==> src/rtl/mem_port_arbiter.sv <==
// Single-port SRAM arbiter: boot loader owns memory in BOOT, data port beats
// fetch in RUN unless fetch has been denied STARVE_MAX cycles in a row.
module mem_port_arbiter #(
   parameter int unsigned AW         = 11,
   parameter int unsigned DW         = 32,
   parameter int unsigned STARVE_MAX = 3
) (
   input  logic          clk,
   input  logic          rst,
   input  logic          boot_en,
   output logic          boot_done,
   input  logic          ld_req,
   input  logic          ld_we,
   input  logic [AW-1:0] ld_addr,
   input  logic [DW-1:0] ld_wdata,
   output logic          ld_gnt,
   output logic          ld_rvalid,
   input  logic          dm_req,
   input  logic          dm_we,
   input  logic [AW-1:0] dm_addr,
   input  logic [DW-1:0] dm_wdata,
   output logic          dm_gnt,
   output logic          dm_rvalid,
   input  logic          if_req,
   input  logic [AW-1:0] if_addr,
   output logic          if_gnt,
   output logic          if_rvalid,
   output logic [DW-1:0] rdata,
   output logic          mem_cen_n,
   output logic          mem_wen_n,
   output logic [AW-1:0] mem_a,
   output logic [DW-1:0] mem_d,
   input  logic [DW-1:0] mem_q
);

   localparam logic [0:0] S_BOOT = 1'b0;
   localparam logic [0:0] S_RUN  = 1'b1;

   localparam logic [1:0] OWN_NONE = 2'd0;
   localparam logic [1:0] OWN_LD   = 2'd1;
   localparam logic [1:0] OWN_DM   = 2'd2;
   localparam logic [1:0] OWN_IF   = 2'd3;

   localparam int unsigned   SW         = $clog2(STARVE_MAX + 1);
   localparam logic [SW-1:0] STARVE_LIM = SW'(STARVE_MAX);

   logic [0:0]    state_q, state_d;
   logic [1:0]    owner_q, owner_d;
   logic [SW-1:0] starve_q, starve_d;
   logic          if_prio;

   always_comb begin
      state_d = state_q;
      case (state_q)
         S_BOOT:  if (!boot_en) state_d = S_RUN;
         S_RUN:   if (boot_en)  state_d = S_BOOT;
         default: state_d = S_BOOT;
      endcase
   end

   assign boot_done = (state_q == S_RUN);
   assign if_prio   = (starve_q == STARVE_LIM);

   // Grants are forced low during reset so no access leaks out while rst is high.
   always_comb begin
      ld_gnt = 1'b0;
      dm_gnt = 1'b0;
      if_gnt = 1'b0;
      if (!rst) begin
         if (state_q == S_BOOT) begin
            ld_gnt = ld_req;
         end else begin
            if_gnt = if_req && (if_prio || !dm_req);
            dm_gnt = dm_req && !(if_req && (if_prio || !dm_req));
         end
      end
   end

   always_comb begin
      mem_cen_n = 1'b1;
      mem_wen_n = 1'b1;
      mem_a     = '0;
      mem_d     = '0;
      if (ld_gnt) begin
         mem_cen_n = 1'b0;
         mem_wen_n = ~ld_we;
         mem_a     = ld_addr;
         mem_d     = ld_wdata;
      end else if (dm_gnt) begin
         mem_cen_n = 1'b0;
         mem_wen_n = ~dm_we;
         mem_a     = dm_addr;
         mem_d     = dm_wdata;
      end else if (if_gnt) begin
         mem_cen_n = 1'b0;
         mem_a     = if_addr;
      end
   end

   always_comb begin
      owner_d = OWN_NONE;
      if (ld_gnt && !ld_we)      owner_d = OWN_LD;
      else if (dm_gnt && !dm_we) owner_d = OWN_DM;
      else if (if_gnt)           owner_d = OWN_IF;
   end

   always_comb begin
      starve_d = starve_q;
      if (state_q == S_BOOT || !if_req || if_gnt) starve_d = '0;
      else if (starve_q != STARVE_LIM)           starve_d = starve_q + SW'(1);
   end

   always_ff @(posedge clk or posedge rst) begin
      if (rst) begin
         state_q  <= S_BOOT;
         owner_q  <= OWN_NONE;
         starve_q <= '0;
      end else begin
         state_q  <= state_d;
         owner_q  <= owner_d;
         starve_q <= starve_d;
      end
   end

   assign ld_rvalid = (owner_q == OWN_LD);
   assign dm_rvalid = (owner_q == OWN_DM);
   assign if_rvalid = (owner_q == OWN_IF);
   assign rdata     = mem_q;

   a_one_gnt: assert property (@(posedge clk) disable iff (rst)
      $onehot0({ld_gnt, dm_gnt, if_gnt}));

endmodule
==> config.mk <==
export PLATFORM = sky130hd
export DESIGN_NAME = mem_port_arbiter
export DESIGN_NICKNAME = d
export VERILOG_FILES = /design/src/rtl/mem_port_arbiter.sv
export SDC_FILE = /design/constraint.sdc
export NUM_CORES = 1
export LEC_CHECK = 0
export ABC_AREA = 0
export BUFFER_PORTS_ARGS = -buffer_cell sky130_fd_sc_hd__buf_2
export CAP_MARGIN = 20
export CORE_AREA = 2 2 85 87
export DETAILED_ROUTE_END_ITERATION = 8
export DIE_AREA = 0 0 87 89
export PLACE_DENSITY = 0.61
export REMOVE_ABC_BUFFERS = 1
export SYNTH_ARGS = -nofsm -noshare
export SYNTH_HDL_FRONTEND = slang
export SYNTH_SLANG_ARGS = --single-unit
==> constraint.sdc <==
create_clock -name clk -period 1.8 [get_ports clk]
set_input_delay 0 -clock clk [delete_from_list [all_inputs] [get_ports clk]]
set_output_delay 0 -clock clk [all_outputs]
set_load 0.02 [all_outputs]
# After elaboration in Yosys (flattened, before gate mapping)
# Index checks and enable logic that the tools add are counted.
# word_totals
register_bits,5
in_bits,137
output_inout_bits,84
wordCells,47
# op_classes
n_addsub,1
eq_ne,5
mux,22
bitwise_logic,3
n_reduce_logical,13
# ops
op,n
two-way mux 32 bit,2
two-way mux 11 bit,3
two-way mux 1 bit,12
two-way mux 2 bit,5
"equality test 2 bit, second input constant",3
logical NOT 1 bit,5
logical AND 1 bit,4
logical OR 1 bit,3
NOT 1 bit,3
"adder 2 x 1 -> 2 bit, second input constant",1
"equality test 2 x 1 -> 1 bit, second input constant",1
"inequality test 2 bit, second input constant",1
nonzero test 2 bit,1

# Longest topological paths before layout
# logic_depth
depth_word,10
ltp_mapped,5
ltp_nobuf,3

# Worst setup path before layout
# No wires, ideal clock.
# synth_path
path_type,register to output
start,reg starve_q[0]
end,out mem_cen_n
t_arrival_ns,1.655
required_time_ns,1.800
slack_ns,0.145
path_stages_with_launch,6
n_path_buf,2
path_cell_list,dfrtp_1 ha_1 o2111a_1 buf_6 buf_6 nor3_1
# synth_via
elab_cells_between_ends,12
classes_between,eq/ne: 1; mux: 7; reduce/logical: 4
# synth_rtl
element,line_no,source
"start, declared",49,"logic [SW-1:0] starve_q, starve_d;"
"start signal, assigned",121,starve_q <= starve_d;
equality test 2 bit,62,assign if_prio = (starve_q == STARVE_LIM);
logical OR 1 bit,73,if_gnt = if_req && (if_prio || !dm_req);
logical AND 1 bit,73,
two-way mux 1 bit,70,if (state_q == S_BOOT) begin
two-way mux 1 bit,69,if (!rst) begin
via if_gnt,26,"output logic if_gnt,"
two-way mux 1 bit,94,end else if (if_gnt) begin
two-way mux 1 bit,89,end else if (dm_gnt) begin
two-way mux 1 bit,84,if (ld_gnt) begin
"end, declared",29,"output logic mem_cen_n,"
# The timed path passes the listed nets, and every way through them passes these cells.

# Worst setup path after layout
# layout_path
start,in rst
end,out mem_a[5]
# layout_via
elab_chain_cells,4
elab_cells_between_ends,6
classes_between,mux: 6
# layout_lines
element,line_no,source
"start, declared",9,"input logic rst,"
two-way mux 1 bit,69,
two-way mux 11 bit,94,
two-way mux 11 bit,89,
two-way mux 11 bit *,84,
"end, declared",31,"output logic [AW-1:0] mem_a,"
# Mark *: on every way between the ends. The rest lies on a longest branch, timed or not.

==> run_results.csv <==
group,metric,value,unit
finish,layout-drive-gt1-share,67.74,%
worst_setup_path,crit_top_cell,"buf_2",
pwr,p_per_area,394.3,nW/um^2
clock_network,htreeDepth,1,
clock_network,root_buffer,"clkbuf_8",
finish,nets,387,
placed_design,io_buffers,156,
finish,n_antenna_cell,0,
route,drc,0,
timing,skew,1.777,ps
worst_setup_path,end_kind,"output port",
floorplan,num_rows,30,
logic_synthesis,synth_top_area_share,26.89,%
grt,grt.total_usage,12.68,%
grt,grt_max_degree,48,
worst_setup_path,path_max_fanout,29,
logic_synthesis,ys_top_cells_by_area,"a22o_1, buf_4, dfrtp_1",
logic_synthesis,ys_ff_latch,5,
status,status,"complete, no violations",
worst_setup_path,worstPathArrival,1740,ps
logic_synthesis,ys_types,22,
grt,grt_pass1_vias,1313,
grt,grt_pass1_wl,7203,um
placed_design,gp_congestion,0.7257,
logic_synthesis,synth_top_cell_by_area,"a22o_1",
pwr,p_total,0.6912,mW
pwr,leakagePower,1.062,nW
job,drv_cap,0,
worst_setup_path,path_class,"in -> out",
worst_setup_path,cp_data_required_time,1800,ps
worst_setup_path,cp_slowest_cell,"dlygate4sd3_1",
timing,period_needed,1739,ps
route,vias_per_cell,4.616,
worst_setup_path,cp_top_family,"buffers and inverters",
route,num_vias,1514,
clock_network,cts_buffers,3,
worst_setup_path,start_kind,"primary input",
worst_setup_path,cp_num_buf_inv,4,
worst_setup_path,cp_slowest_stage_delay,530,ps
logic_synthesis,ys_seq_area_share,12.00,%
route,wl_per_cell,17.45,um
finish,area_growth,68.19,%
route,antenna_left,0,
logic_synthesis,synthesis.instances,123,
timing,grt_setup_unrepaired,"no",
floorplan,coreArea,6719,sq um
timing,slew_headroom,79.56,%
pwr,vdd_drop_max,0.1297,mV
floorplan,die_w,87,um
grt,antenna_found_initial,0,
clock_network,clk_latency,220,ps
placed_design,dp.final_hpwl,4612,um
timing,whs,0.04361,ps
min_path,worstHoldPathType,"in -> out",
timing,fmax,575.1,MHz
timing,tightestPinTransition,306.6,ps
floorplan,start_util,15.51,%
logic_synthesis,syn_area,1042,sq um
worst_setup_path,cp_cell_sequence,"dlygate4sd3_1 > buf_2 > nand3b_1 > a21oi_4 > buf_4 > a221o_1 > buf_2",
clock_network,cts_tree,"built",
finish,final_cell_mix,"buf_2, a22o_1, and2_1",
clock_network,cts.path.max_buffers,2,
route,drtIter0Drc,38,
timing,drv_slew,0,
clock_network,clock-sinks,5,
logic_synthesis,avgSynthCellArea,8.474,sq um
timing,setup_viol,0,
floorplan,dieArea,7743,sq um
route,firstDrtPassIters,4,
timing,period_share,96.59,%
grt,grt_overflow,0,
floorplan,die_h,89,um
timing,hold_viol,0,
route,drt_wl_total,5725,um
floorplan,io_pins,221,
finish,final_common_cell,"buf_2",
logic_synthesis,ys_warn_count,0,
-- registers in the layout, indices dropped and copies added (netlist names) --
register / cells
owner_q: 2
starve_q: 2
boot_done: 1
-- layer usage --
| metal | wire length [um] | vias up | global-route usage [%] |
|---|---|---|---|
| li1 | - | 690 | - |
| met1 | 2059 | 674 | 13.48 |
| met2 | 2395 | 140 | 17.83 |
| met3 | 1197 | 8 | 12.19 |
| met4 | 24 | 2 | 2.131 |
| met5 | 47 | - | 6.494 |
-- power by group --
part / switching [mW] / leakage, nW / internal, mW
sequential: 0.00531 / 0.0655 / 0.119
clock: 0.0535 / 0.0228 / 0.152
combinational: 0.184 / 0.974 / 0.178
-- metrics by stage --
step | TNS, ps | setup WS, ps | cell area (sq um) | std cells | util, %
3_3_place_gp | 0 | 117.3 | 1654 | 319 | 24.62
3_5_place_dp | 0 | 26.66 | 1654 | 319 | 24.62
4_1_cts | 0 | 50.44 | 1753 | 328 | 26.09
2_1_floorplan | -93840 | -2215 | 725.7 | 80 | -
6_report | 0 | 61.31 | 1753 | 328 | 26.09
5_1_grt | 0 | 4.156 | 1753 | 328 | 26.09
-- worst register-to-register path, stage by stage, from the launching register on --
cell	delay [ps]
dfrtp_1	380
ha_2	250
o2111a_2	350
buf_4	170
nor3_1	180
-- layout make-up --
type	count	area (sq um)
multi-input combinational	72	614.3
sequential	5	125.1
inverter	4	15.01
tap	80	100.1
clock buffer	4	45.04
fill	744	4966
timing repair buffer	163	853.3
-- worst paths after layout --
path,depth (start not counted),from,endpoint,slack (ps)
max,7,rst,mem_a[5],60
min,0,mem_q[12],rdata[12],0.04
max reg2reg,4,starve_q[0]$_DFFE_PP0P_,starve_q[0]$_DFFE_PP0P_,380
min reg2reg,2,starve_q[1]$_DFFE_PP0P_,starve_q[1]$_DFFE_PP0P_,600
max in group asynchronous,3,rst,boot_done$_DFF_PP0_,1320
min in group asynchronous,3,rst,owner_q[1]$_DFF_PP0_,280
-- timing repair --
action | 4_1_cts | 5_1_grt
resized for setup | 3 | 0
buffers inserted | 1 | 0
hold buffers | 3 | 0
setup endpoints to repair | 13 | 0
hold endpoints to repair | 7 | 0
-- cell families (layout without fill, tap and decap cells) --
| kind of cell | after synthesis | in the layout | share of synthesized area, % |
|---|---|---|---|
| and+or+nand+nor | 20 | 20 | 11.64 |
| DFF | 5 | 5 | 12.00 |
| xor gates and xnor gates | 1 | 1 | 0.8405 |
| muxes | 1 | 1 | 0.9604 |
| adders and majority gates | 1 | 1 | 1.200 |
| buffers and inverters | 47 | 171 | 31.81 |
| AOI/OAI and AO/OA | 48 | 49 | 41.54 |
-- Yosys cell counts, drive strengths merged --
library cell,n
buf,42
a22o,32
and2,12
a221o,11
dfrtp,5
inv,4
nor3,3
nor2b,2
a21o,1
a21oi,1
a22oi,1
clkbuf,1
ha,1
mux2i,1
nand2,1
nand3b,1
nor3b,1
o2111a,1
o21bai,1
xor2,1
Power figures use the tool's default switching activity.
